===== config.mk =====
export PLATFORM = sky130hd
export DESIGN_NAME = usb_rx_sequencer
export DESIGN_NICKNAME = d
export VERILOG_FILES = /design/src/rtl/usb_rx_pkg.sv /design/src/rtl/usb_rx_unstuff.sv /design/src/rtl/usb_rx_sequencer.sv
export SDC_FILE = /design/constraint.sdc
export NUM_CORES = 1
export LEC_CHECK = 0
export CAP_MARGIN = 10
export CORE_ASPECT_RATIO = 1.4
export CORE_MARGIN = 1.5
export CORE_UTILIZATION = 55
export CTS_CLUSTER_DIAMETER = 150
export CTS_CLUSTER_SIZE = 12
export DETAILED_ROUTE_END_ITERATION = 8
export PLACE_DENSITY = 0.79
export SLEW_MARGIN = 20
export SYNTH_ARGS = -nofsm -noshare
export SYNTH_HDL_FRONTEND = slang
export SYNTH_HIERARCHICAL = 1
export SYNTH_SLANG_ARGS = --single-unit

===== constraint.sdc =====
create_clock -name clk -period 5.8 [get_ports clk]
set_input_delay 1.45 -clock clk [delete_from_list [all_inputs] [get_ports clk]]
set_output_delay 1.45 -clock clk [all_outputs]
set_load 0.05 [all_outputs]

===== src/rtl/usb_rx_pkg.sv =====
// Shared types and constants for the USB full-speed receive sequencer.
package usb_rx_pkg;

    typedef enum logic [2:0] {
        ST_IDLE,
        ST_SYNC,
        ST_PID,
        ST_DATA,
        ST_EOP_WAIT,
        ST_ERR_WAIT
    } rx_state_t;

    localparam logic [7:0] SYNC_BYTE   = 8'h80;
    localparam int         STUFF_LIMIT = 6;
    localparam int         BYTE_BITS   = 8;

endpackage


===== src/rtl/usb_rx_unstuff.sv =====
// Counts consecutive decoded ones and classifies each strobed bit as
// data, a stuffed zero to discard, or a stuff error.
module usb_rx_unstuff
    import usb_rx_pkg::*;
(
    input  logic clk,
    input  logic rst,
    input  logic clear_i,
    input  logic strobe_i,
    input  logic d_i,
    output logic bit_take_o,
    output logic stuff_err_o
);

    logic [2:0] ones_q, ones_d;
    logic       at_limit;

    assign at_limit    = (ones_q == 3'(STUFF_LIMIT));
    assign bit_take_o  = strobe_i & ~at_limit;
    assign stuff_err_o = strobe_i & at_limit & d_i;

    always_comb begin
        ones_d = ones_q;
        if (clear_i) begin
            ones_d = 3'd0;
        end else if (strobe_i) begin
            // A stuffed zero (or an erroring one) restarts the run.
            if (at_limit || !d_i) begin
                ones_d = 3'd0;
            end else begin
                ones_d = ones_q + 3'd1;
            end
        end
    end

    always_ff @(posedge clk) begin
        if (rst) begin
            ones_q <= 3'd0;
        end else begin
            ones_q <= ones_d;
        end
    end

endmodule


===== src/rtl/usb_rx_sequencer.sv =====
// USB 1.1 full-speed receive sequencer: SYNC/PID validation, unstuffing,
// byte assembly and packet error detection. Optional PID complement check
// is enabled by defining USB_RX_PID_CHECK_EN.
module usb_rx_sequencer
    import usb_rx_pkg::*;
#(
    parameter int MAX_BYTES = 64
) (
    input  logic       clk,
    input  logic       rst,
    input  logic       d_edge,
    input  logic       shift_enable,
    input  logic       d_orig,
    input  logic       eop,
    output logic       decode_clear,
    output logic       timer_enable,
    output logic       rcving,
    output logic [3:0] rx_pid,
    output logic       pid_valid,
    output logic [7:0] rx_data,
    output logic       rx_data_valid,
    output logic       packet_done,
    output logic       r_error
);

    localparam int BCW = $clog2(MAX_BYTES + 1);

    rx_state_t      state_q;
    logic [7:0]     sr_q;
    logic [2:0]     bit_cnt_q;
    logic [BCW-1:0] byte_cnt_q;
    logic           seen_eop_q;
    logic [3:0]     rx_pid_q;
    logic [7:0]     rx_data_q;
    logic           pid_valid_q, rx_data_valid_q, packet_done_q, r_error_q;

    logic       in_rx, bit_take, stuff_err, last_bit;
    logic [7:0] sr_d;

    assign in_rx    = (state_q == ST_SYNC) || (state_q == ST_PID) || (state_q == ST_DATA);
    assign sr_d     = {d_orig, sr_q[7:1]};
    assign last_bit = (bit_cnt_q == 3'(BYTE_BITS - 1));

    usb_rx_unstuff u_unstuff (
        .clk         (clk),
        .rst         (rst),
        .clear_i     ((state_q == ST_IDLE) && d_edge),
        .strobe_i    (in_rx && shift_enable && !eop),
        .d_i         (d_orig),
        .bit_take_o  (bit_take),
        .stuff_err_o (stuff_err)
    );

    always_ff @(posedge clk) begin
        if (rst) begin
            state_q         <= ST_IDLE;
            sr_q            <= 8'h00;
            bit_cnt_q       <= 3'd0;
            byte_cnt_q      <= '0;
            seen_eop_q      <= 1'b0;
            rx_pid_q        <= 4'h0;
            rx_data_q       <= 8'h00;
            pid_valid_q     <= 1'b0;
            rx_data_valid_q <= 1'b0;
            packet_done_q   <= 1'b0;
            r_error_q       <= 1'b0;
        end else begin
            pid_valid_q     <= 1'b0;
            rx_data_valid_q <= 1'b0;
            packet_done_q   <= 1'b0;
            case (state_q)
                ST_IDLE: begin
                    if (d_edge) begin
                        state_q    <= ST_SYNC;
                        sr_q       <= 8'h00;
                        bit_cnt_q  <= 3'd0;
                        byte_cnt_q <= '0;
                        r_error_q  <= 1'b0;
                    end
                end
                ST_SYNC, ST_PID, ST_DATA: begin
                    if (eop) begin
                        if (state_q == ST_DATA && bit_cnt_q == 3'd0) begin
                            state_q <= ST_EOP_WAIT;
                        end else begin
                            state_q    <= ST_ERR_WAIT;
                            r_error_q  <= 1'b1;
                            seen_eop_q <= 1'b1;
                        end
                    end else if (stuff_err) begin
                        state_q    <= ST_ERR_WAIT;
                        r_error_q  <= 1'b1;
                        seen_eop_q <= 1'b0;
                    end else if (bit_take) begin
                        sr_q      <= sr_d;
                        bit_cnt_q <= bit_cnt_q + 3'd1;
                        if (last_bit) begin
                            if (state_q == ST_SYNC) begin
                                if (sr_d == SYNC_BYTE) begin
                                    state_q <= ST_PID;
                                end else begin
                                    state_q    <= ST_ERR_WAIT;
                                    r_error_q  <= 1'b1;
                                    seen_eop_q <= 1'b0;
                                end
                            end else if (state_q == ST_PID) begin
`ifdef USB_RX_PID_CHECK_EN
                                if (sr_d[7:4] != ~sr_d[3:0]) begin
                                    state_q    <= ST_ERR_WAIT;
                                    r_error_q  <= 1'b1;
                                    seen_eop_q <= 1'b0;
                                end else begin
                                    rx_pid_q    <= sr_d[3:0];
                                    pid_valid_q <= 1'b1;
                                    state_q     <= ST_DATA;
                                end
`else
                                rx_pid_q    <= sr_d[3:0];
                                pid_valid_q <= 1'b1;
                                state_q     <= ST_DATA;
`endif
                            end else if (byte_cnt_q == BCW'(MAX_BYTES)) begin
                                // Oversized packet: the extra byte is never reported.
                                state_q    <= ST_ERR_WAIT;
                                r_error_q  <= 1'b1;
                                seen_eop_q <= 1'b0;
                            end else begin
                                rx_data_q       <= sr_d;
                                rx_data_valid_q <= 1'b1;
                                byte_cnt_q      <= byte_cnt_q + BCW'(1);
                            end
                        end
                    end
                end
                ST_EOP_WAIT: begin
                    if (!eop) begin
                        packet_done_q <= 1'b1;
                        state_q       <= ST_IDLE;
                    end
                end
                ST_ERR_WAIT: begin
                    if (eop) begin
                        seen_eop_q <= 1'b1;
                    end else if (seen_eop_q) begin
                        state_q <= ST_IDLE;
                    end
                end
                default: state_q <= ST_IDLE;
            endcase
        end
    end

    assign decode_clear  = (state_q == ST_IDLE) || (state_q == ST_EOP_WAIT) ||
                           (state_q == ST_ERR_WAIT);
    assign timer_enable  = in_rx;
    assign rcving        = in_rx;
    assign rx_pid        = rx_pid_q;
    assign pid_valid     = pid_valid_q;
    assign rx_data       = rx_data_q;
    assign rx_data_valid = rx_data_valid_q;
    assign packet_done   = packet_done_q;
    assign r_error       = r_error_q;

endmodule


==> metrics <==
Post-route DRC=0; area delta synth->final=18.80%; Slew Viols, Final=0; Netlist cell types=slightly below 50; adder-cell area share of the yosys netlist=4.507%; Vias=1672; layout cell share with drive strength beyond 1=10.74%; Synth Register Bits=40; first-pass iteration count of the detailed router=4; ant diodes=0; Simple-Gate Fraction of Synth Area=between 20% and 30%; Worst Setup End Kind=output port; Critical Path Fanout Max=19; Synth Area in Compound Gates=16.10%; Post-Syn Nets=approximately 240; DIE AREA=3904 um^2; setup TNS=0 ns; hold crit path type=reg -> reg; mapped cell area=1943 um^2; largest family of logic cells by synthesized area=simple AND/OR/NAND/NOR gates; share of the synthesized area in the top cell type=between 40 and 50%; Max-Cap Viols=0; clock sink total=40; Final #Nets=around 260; worst hold slack=0.4847 ns; most common cell in the netlist=dfxtp_1; largest net degree at the start of global routing=35; Final ANT Viol Nets=0; fin util=~68%; Final Skew=~0.0041 ns; clock buffer depth=2; status=finished clean; total I/O pin count=25; Max Fclk=roughly 260 MHz; final setup fails=0; vias per cell=between 5 and 6; core area=around 3400 um^2; unrepaired setup endpoints after global routing=false; Critical Path RT=4.35 ns; Commonest cells post-synth=40 x dfxtp_1, 22 x nor2_1, 20 x a21oi_1, 18 x nand2_1, 13 x nand3_1; final worst-path cycle share=roughly two thirds; Inserted Clock Buffers=5; Main synth FF type=dfxtp_1; CTS resizes=0; initial antenna violation count=0; Post-Synthesis Cells=around 220; Hold Crit Start=bit_cnt_q[2]; Rel. slew slack=about 42%; data arrival time of the critical path=roughly 2.4 ns; CTS tree=yes; DIE HEIGHT=between 70 and 80 um; vias in the first global route=1489; first-pass GRT wire length=6.672 mm; global-route usage over all layers=23.08%; Initial DRC Count=34; # H-tree levels=2; clk root buf=clkbuf_8; top cells by area, synth=dfxtp_1 41%, mux2i_1 6.2%, a21oi_1 5.2%; Worst-path clk slew=0.07 ns; Synth Area in XOR/XNOR=less than 1%; Synth area leader=dfxtp_1; post-CTS setup buffers=0; Layout Cells excl Fill=282; RD Place Congestion=about 0.86; Placed Cells=275; crit path kind=reg -> out; Final Hold Viols=0; Async SR Flop Fraction=0%; Leakage=0.7730 nW; Max VDD drop=a little over 0.3 mV; DP HPWL=2.805 mm; Core Rows=25; port bufs=24; launching element of the worst setup path=state_q[1]; synthesized area per cell=8.753 um^2; aggregate global routing overflow=0; drt total wl=4.186 mm; multiplexer area fraction after synthesis=6.182%; # hold bufs at CTS=0; EDFF count, synth=0; reg2reg start=state_q[1]; Pwr per Cell Area=around 380 nW/um^2; Final Critical Period=3.832 ns; worst skew pair latency=approximately 0.30 ns; Initial Utilization=between 50% and 60%; register area share after synthesis=approximately two fifths; YS warnings=6; CP Launch Type=flip-flop; Worst Max-Slew Pin Slew=0.8612 ns; Die Wd=roughly 53 um; post-DR wirelength/cell=14.84 um
-- worst max-delay path: stages, from the launching register on --
cell and delay (ns):
dfxtp_1 0.66, o21ai_2 0.23, inv_2 0.31, clkdlybuf4s50_1 0.87
-- cells in the final DEF, fill, tap and decap left out, types with 7 or more instances in the layout --
cell type        count
inv_1               10
ha_1                 7
nand2_1             18
o21ai_0              8
mux2i_1             12
clkdlybuf4s50_1     24
nor2_1              22
nand3_1             13
dfxtp_1             40
a21oi_1             20
-- cells by family (layout without fill, tap and decap cells) --
family | count (synthesis) | count (layout)
and+or+nand+nor | 92 | 92
xor gates and xnor gates | 1 | 1
adders and majority gates | 7 | 7
AOI/OAI and AO/OA | 47 | 47
buffers and inverters | 23 | 43
DFF | 40 | 40
muxes | 12 | 12
-- final cells by class --
cell class              count  area [um^2]
repair buffers             25        247.7
inverters                  11        41.29
fillers                   275         1070
multi-input cells         159         1040
clock inverters             2        60.06
flip-flops and latches     40        800.8
clock buffers               5        68.82
well taps                  40        50.05
-- through the flow --
step	cell area, um^2	total power [W]	setup WS [ns]
2_1_floorplan	1943	0.0005560	2.641
3_3_place_gp	2180	0.0006094	1.865
3_5_place_dp	2180	0.0006111	1.797
4_1_cts	2308	0.0008775	2.018
5_1_grt	2308	0.0009171	1.887
6_report	2308	0.0008783	1.968
-- power breakdown --
part	internal [W]	switching (W)
combinational	0.0000956	0.000192
clock	0.000169	0.0000974
sequential	0.000291	0.0000337
total	0.000556	0.000323
-- state kept, by name, indices dropped and copies added, names as in the netlist --
signal	flops
pid_valid	1
rx_data_valid	1
packet_done	1
seen_eop_q	1
rx_data	8
byte_cnt_q	7
state_q	3
bit_cnt_q	3
sr_q	7
rx_pid	4
r_error	1
u_unstuff/ones_q	3
-- per-layer routing --
metal	wire, um	GRT usage, %	up-vias
met2	1984	37.31	48
li1	-	-	833
met1	1898	26.98	777
met4	126	13.68	0
met3	176	5.691	14
met5	0	0	-
-- final timing paths --
path                        to  slack (ns)  cells after the start
hold / removal    bit_cnt_q[2]        0.48                      2
hold reg to reg   bit_cnt_q[2]        0.48                      2
setup / recovery  timer_enable        1.97                      3
setup reg to reg    rx_data[3]        2.59                     10
(Power assumes the default switching activity.)
